File: config.mk
export PLATFORM = sky130hd
export DESIGN_NAME = mem_access_stage
export DESIGN_NICKNAME = d
export VERILOG_FILES = /design/src/rtl/pipe_pkg.sv /design/src/rtl/mem_wb_reg.sv /design/src/rtl/mem_access_stage.sv
export SDC_FILE = /design/constraint.sdc
export NUM_CORES = 1
export LEC_CHECK = 0
export BUFFER_PORTS_ARGS = -buffer_cell sky130_fd_sc_hd__buf_2
export CAP_MARGIN = 20
export CORE_AREA = 2 2 109 111
export CTS_BUF_LIST = sky130_fd_sc_hd__clkbuf_8
export DETAILED_ROUTE_END_ITERATION = 10
export DIE_AREA = 0 0 111 113
export PLACE_DENSITY_LB_ADDON = 0.2
export SYNTH_ARGS = -nofsm -noshare
export SYNTH_HDL_FRONTEND = slang
export SYNTH_SLANG_ARGS = --single-unit
File: constraint.sdc
create_clock -name clk -period 3.65 [get_ports clk]
set_clock_uncertainty 0.2 [all_clocks]
set_input_delay 0.73 -clock clk [delete_from_list [all_inputs] [get_ports clk]]
set_output_delay 0.73 -clock clk [all_outputs]
set_load 0.02 [all_outputs]
File: src/rtl/pipe_pkg.sv
`default_nettype none
// ============================================================================
// Module      : pipe_pkg
// Description : Shared definitions for the MIPS pipeline MEM stage:
//               write-back select encodings, exception cause codes, the
//               memory-handshake FSM state type and the WB result mux.
// Revision    : 1.0 - initial release
// ============================================================================
package pipe_pkg;

    // MemtoReg encodings (2'b11 falls back to the ALU result)
    localparam logic [1:0] WB_ALU = 2'b00;
    localparam logic [1:0] WB_MEM = 2'b01;
    localparam logic [1:0] WB_PC  = 2'b10;

    // Exception cause codes
    localparam logic [1:0] EXC_NONE  = 2'b00;
    localparam logic [1:0] EXC_ALIGN = 2'b01;
    localparam logic [1:0] EXC_BUSTO = 2'b10;

    // Memory handshake FSM
    typedef enum logic [0:0] {
        ST_IDLE = 1'b0,   // no access outstanding
        ST_WAIT = 1'b1    // mem_req held for at least one cycle
    } mem_state_t;

    // Write-back result selection
    function automatic logic [31:0] wb_select(
        input logic [1:0]  sel,
        input logic [31:0] alu,
        input logic [31:0] rdata,
        input logic [31:0] pc_next
    );
        logic [31:0] res;
        case (sel)
            WB_MEM:  res = rdata;
            WB_PC:   res = pc_next;
            default: res = alu;
        endcase
        return res;
    endfunction

endpackage
`default_nettype wire

File: src/rtl/mem_wb_reg.sv
`default_nettype none
// ============================================================================
// Module      : mem_wb_reg
// Description : MEM/WB pipeline register with bubble insertion.
//               A bubble clears the destination, data and write enable so
//               the WB stage never retires a stalled or faulting instruction.
// Ports       : clk, reset (sync, active-low)
//               i_bubble     - capture a bubble instead of the inputs
//               i_wb_data    - selected result
//               i_wb_addr    - destination register
//               i_reg_write  - register write enable
//               o_wb_data / o_wb_addr / o_reg_write - registered outputs
// Revision    : 1.0 - initial release
// ============================================================================
module mem_wb_reg (
    input  logic        clk,
    input  logic        reset,
    input  logic        i_bubble,
    input  logic [31:0] i_wb_data,
    input  logic [4:0]  i_wb_addr,
    input  logic        i_reg_write,
    output logic [31:0] o_wb_data,
    output logic [4:0]  o_wb_addr,
    output logic        o_reg_write
);

    logic [31:0] r_wb_data;
    logic [4:0]  r_wb_addr;
    logic        r_reg_write;

    always_ff @(posedge clk) begin
        if (!reset || i_bubble) begin
            r_wb_data   <= 32'd0;
            r_wb_addr   <= 5'd0;
            r_reg_write <= 1'b0;
        end else begin
            r_wb_data   <= i_wb_data;
            r_wb_addr   <= i_wb_addr;
            r_reg_write <= i_reg_write;
        end
    end

    assign o_wb_data   = r_wb_data;
    assign o_wb_addr   = r_wb_addr;
    assign o_reg_write = r_reg_write;

endmodule
`default_nettype wire

File: src/rtl/mem_access_stage.sv
`default_nettype none
// ============================================================================
// Module      : mem_access_stage
// Description : MEM stage of the 5-stage MIPS pipeline. Drives a word-wide
//               data bus with a req/ready handshake, stalls the front of the
//               pipeline while an access is outstanding, registers the MEM/WB
//               result and flags misaligned / timed-out accesses.
// Ports       : clk, reset (sync, active-low)
//               EX/MEM inputs : alu_out_in, rt_in, write_addr_in, pc_next_in,
//                               MemRead_in, MemWrite_in, MemtoReg_in,
//                               RegWrite_in
//               Bus           : mem_req, mem_we, mem_addr, mem_wdata,
//                               mem_rdata, mem_ready
//               Pipeline      : stall
//               MEM/WB        : wb_data, wb_addr, wb_RegWrite
//               Exceptions    : exc_valid, exc_cause, exc_addr
// Revision    : 1.0 - initial release
// ============================================================================
module mem_access_stage #(
    parameter int TIMEOUT = 16,
    parameter int CNT_W   = 5
) (
    input  logic        clk,
    input  logic        reset,
    input  logic [31:0] alu_out_in,
    input  logic [31:0] rt_in,
    input  logic [4:0]  write_addr_in,
    input  logic [31:0] pc_next_in,
    input  logic        MemRead_in,
    input  logic        MemWrite_in,
    input  logic [1:0]  MemtoReg_in,
    input  logic        RegWrite_in,
    output logic        mem_req,
    output logic        mem_we,
    output logic [31:0] mem_addr,
    output logic [31:0] mem_wdata,
    input  logic [31:0] mem_rdata,
    input  logic        mem_ready,
    output logic        stall,
    output logic [31:0] wb_data,
    output logic [4:0]  wb_addr,
    output logic        wb_RegWrite,
    output logic        exc_valid,
    output logic [1:0]  exc_cause,
    output logic [31:0] exc_addr
);

    import pipe_pkg::*;

    localparam logic [CNT_W-1:0] c_TMO_CNT = CNT_W'(TIMEOUT - 1);

    mem_state_t       r_state;
    logic [CNT_W-1:0] r_cnt;
    logic             r_exc_valid;
    logic [1:0]       r_exc_cause;
    logic [31:0]      r_exc_addr;

    logic        w_op;
    logic        w_mis;
    logic        w_tmo;
    logic        w_req;
    logic        w_stall;
    logic        w_fault;
    logic [31:0] w_wb_sel;

    // A simultaneous read+write is a store: mem_we follows MemWrite_in alone.
    assign w_op    = MemRead_in | MemWrite_in;
    assign w_mis   = w_op & (alu_out_in[1:0] != 2'b00);
    assign w_req   = w_op & ~w_mis & reset;
    assign w_tmo   = (r_state == ST_WAIT) && (r_cnt == c_TMO_CNT);
    // The timeout cycle releases the stall so the faulting access retires
    // as a bubble; mem_req stays high but any late ready is ignored.
    assign w_stall = w_req & ~mem_ready & ~w_tmo;
    assign w_fault = w_mis | w_tmo;

    assign mem_req   = w_req;
    assign mem_we    = MemWrite_in & w_req;
    assign mem_addr  = alu_out_in;
    assign mem_wdata = rt_in;
    assign stall     = w_stall;

    assign w_wb_sel = wb_select(MemtoReg_in, alu_out_in, mem_rdata, pc_next_in);

    // Handshake FSM and wait counter
    always_ff @(posedge clk) begin
        if (!reset) begin
            r_state <= ST_IDLE;
            r_cnt   <= '0;
        end else begin
            case (r_state)
                ST_IDLE: begin
                    if (w_req && !mem_ready) begin
                        r_state <= ST_WAIT;
                        r_cnt   <= CNT_W'(1);
                    end
                end
                ST_WAIT: begin
                    // Dropping the request here means the upstream was
                    // flushed; return to idle rather than wait it out.
                    if (mem_ready || w_tmo || !w_req) begin
                        r_state <= ST_IDLE;
                        r_cnt   <= '0;
                    end else begin
                        r_cnt   <= r_cnt + CNT_W'(1);
                    end
                end
                default: begin
                    r_state <= ST_IDLE;
                    r_cnt   <= '0;
                end
            endcase
        end
    end

    // One-cycle exception pulse, reported the cycle after the fault
    always_ff @(posedge clk) begin
        if (!reset) begin
            r_exc_valid <= 1'b0;
            r_exc_cause <= EXC_NONE;
            r_exc_addr  <= 32'd0;
        end else if (w_fault) begin
            r_exc_valid <= 1'b1;
            r_exc_cause <= w_mis ? EXC_ALIGN : EXC_BUSTO;
            r_exc_addr  <= alu_out_in;
        end else begin
            r_exc_valid <= 1'b0;
            r_exc_cause <= EXC_NONE;
            r_exc_addr  <= 32'd0;
        end
    end

    assign exc_valid = r_exc_valid;
    assign exc_cause = r_exc_cause;
    assign exc_addr  = r_exc_addr;

    mem_wb_reg u_mem_wb_reg (
        .clk         (clk),
        .reset       (reset),
        .i_bubble    (w_stall | w_fault),
        .i_wb_data   (w_wb_sel),
        .i_wb_addr   (write_addr_in),
        .i_reg_write (RegWrite_in & ~w_fault),
        .o_wb_data   (wb_data),
        .o_wb_addr   (wb_addr),
        .o_reg_write (wb_RegWrite)
    );

endmodule
`default_nettype wire
==> reports/results.ini <==
[clock_tree]
cts_root_buf = clkbuf_8
clk_pin_slew_ns = 0.07
numCtsBuffers = 9
cts_hold_buf = 0
clockBufferDepth = 2
cts_setup_buffers = 0
clkLatencyLatePin_ns = 0.34
post_cts_resized = 0
clock_sinks = 79
cts_tree = done
htreeDepth = 3

[pwr]
finalPower_mw = 1.952
p_comb_share_pct = 17.8
netSwitchingFraction_pct = 26.37
switchingPower_mw = 0.5148
leakage_nw = 2.171
seqPwrFrac_pct = 46.7
clock_power_share_pct = 35.5
p_int_mw = 1.437
p_per_area_nw_per_um2 = 455.4
ir_drop_v = 0.0001658

[die]
floorplan.die_area_um2 = 12540
ios = 281
placementRows = 39
die_h_um = 113
core-area_um2 = 11270
start_util_pct = 29.64
die_w_um = 111

[status]
outcome = finished clean

[final_layout]
layout-area-overhead-vs-synth_pct = 28.31
design_area_um2 = 4287
drive_gt1_share_pct = 48.69
finish.net_count = 638
final_cells = 640
antennaDiodeCount = 0
fin_util_pct = 38.03

[synth]
ys_ff_latch = 79
synth-main-ff-cell = dfxtp_1
synth.net_count = 491
yosysWarnings = 0
synthMuxAreaShare_pct = 0
synth_area_leader_cell = dfxtp_1
syn_area_per_cell_um2 = 9.655
synth_area_leaders = dfxtp_1 47%, buf_4 14%, a221oi_1 8.4%, and2_1 6.4%, nor2b_1 6.0%
syn-instance-count = 346
ys_seq_area_share_pct = 47.34
synthAdderAreaFrac_pct = 1.498
yosysUniqueCellTypes = 32
synth-xor-area-share_pct = 0
synth_top_area_share_pct = 47.34
synth-simple-area-share_pct = 21.12
async_flop_share_pct = 0
synth_top_family_by_area = simple AND/OR/NAND/NOR gates
yosys-top-cells-count = 79 x dfxtp_1, 64 x buf_4, 34 x and2_1, 34 x nor3_1
synth_compound_area_share_pct = 11.65
synth_area_um2 = 3341
yosysMostFrequentCell = dfxtp_1
synth_edf_count = 0

[timing]
worst_slew_pin_slew_ns = 0.6437
slew_headroom_pct = 57.09
min_period_ns = 2.746
setup_violations = 0
max_freq_mhz = 364.1
slew_violations = 0
rsz0062_at_grt = no
hold_violations = 0
finalSetupTns_ns = 0
finalCritPeriodShare_pct = 75.24

[routing]
wl_per_cell_um = 14.70
drt_iter0_markers = 106
viasPerCell = 4.534
num_vias = 2902
ant_nets = 0
drc = 0
routed_wl_mm = 9.405
firstDrtPassIters = 4

[worst_setup_path]
path_cells = buf_2, or2_1, nor3_1, and2_1, buf_2
setup.worst_path.end_class = output pin
cp_slowest_cell = nor3_1
cpPeakStageDelay_ns = 0.31
cp-start-kind = primary input
path_class = primary input to output pin
crit_fanout = 7
arrival_ns = 1.82
path_common_cell = buf_2
required_ns = 2.72

[flow_run]
timing.max_cap.violations = 0

[global_routing]
grt_max_degree = 65
antenna_found_initial = 0
grt_use_total_pct = 14.75
overflow = 0
grt_pass1_wl_mm = 14.45
first_global_vias = 2777

[placed_design]
place_inst = 625
place_hpwl_mm = 7.004
detailed_place.area_um2 = 4075
io_buffer_count = 216
place_congestion = 0.8121

[min_path]
hp-class = flop to flop

-- worst paths after layout --
| path | startpoint | end | slack, ns | depth (start not counted) |
|---|---|---|---|---|
| worst max-delay path | alu_out_in[0] | stall | 0.90 | 5 |
| worst min register to register | r_cnt[4] | r_cnt[4] | 0.28 | 1 |
| worst min-delay path | r_cnt[4] | r_cnt[4] | 0.28 | 1 |
| worst max register to register | r_cnt[0] | u_mem_wb_reg.o_wb_data[27] | 1.54 | 7 |
-- layout by cell type (no fill, tap or decap), drive strengths merged, types with 2 or more instances in the layout --
master	instances
a221o	2
a221oi	32
a22o	2
and2	35
and3	2
buf	221
bufinv	2
clkbuf	10
clkinv	2
dfxtp	79
ha	4
inv	13
nor2	10
nor2b	32
nor3	34
nor4	2
o21ai	2
-- logic make-up after synthesis --
logic type | count (synthesis)
and+or+nand+nor | 122
buffers and inverters | 97
DFF | 79
AOI/OAI and AO/OA | 44
adders and majority gates | 4
-- power by group through the flow --
stage / Combinational [mW] / Sequential (mW) / Clock (mW)
final: 0.348 / 0.911 / 0.693
after detailed placement: 0.354 / 0.931 / 0
after floorplan: 0.219 / 0.984 / 0
after global routing: 0.380 / 0.915 / 0.759
after global placement: 0.352 / 0.931 / 0
after CTS: 0.355 / 0.911 / 0.726
-- cell type report --
class	count	area (um2)
clock buffers	10	137.6
fillers	1167	6985
clock inverters	5	73.82
flip-flops and latches	79	1582
inverters	12	45.04
multi-input cells	170	1151
repair buffers	221	1119
well taps	143	178.9
-- worst max-delay path: cells and delay by family --
family,cells,cell delay (ns)
buf+inv,2,0.29
simple gates,3,0.79
-- metal layers --
layer	GRT usage [%]	share of wire (%)	up-vias
met5	0	0	-
met4	7.333	2.5	0
met3	3.964	8.1	21
met2	26.30	51	148
met1	16.27	39	1322
li1	-	-	1411
-- through the flow --
step	hold slack, ns	setup slack, ns
2_1_floorplan	0.2485	1.161
6_report	0.2806	0.9038
4_1_cts	0.2874	0.8975
5_1_grt	0.3180	0.7736
3_3_place_gp	0.2667	0.8996
3_5_place_dp	0.2643	0.9133
-- flip-flops by register name (all words and copies together) (netlist names) --
signal and flops:
exc_valid 1, r_cnt 5, u_mem_wb_reg.o_reg_write 1, r_state 1, u_mem_wb_reg.o_wb_data 32, exc_addr 32, u_mem_wb_reg.o_wb_addr 5, exc_cause 2
Note: power is estimated with default switching activity, not from simulation.
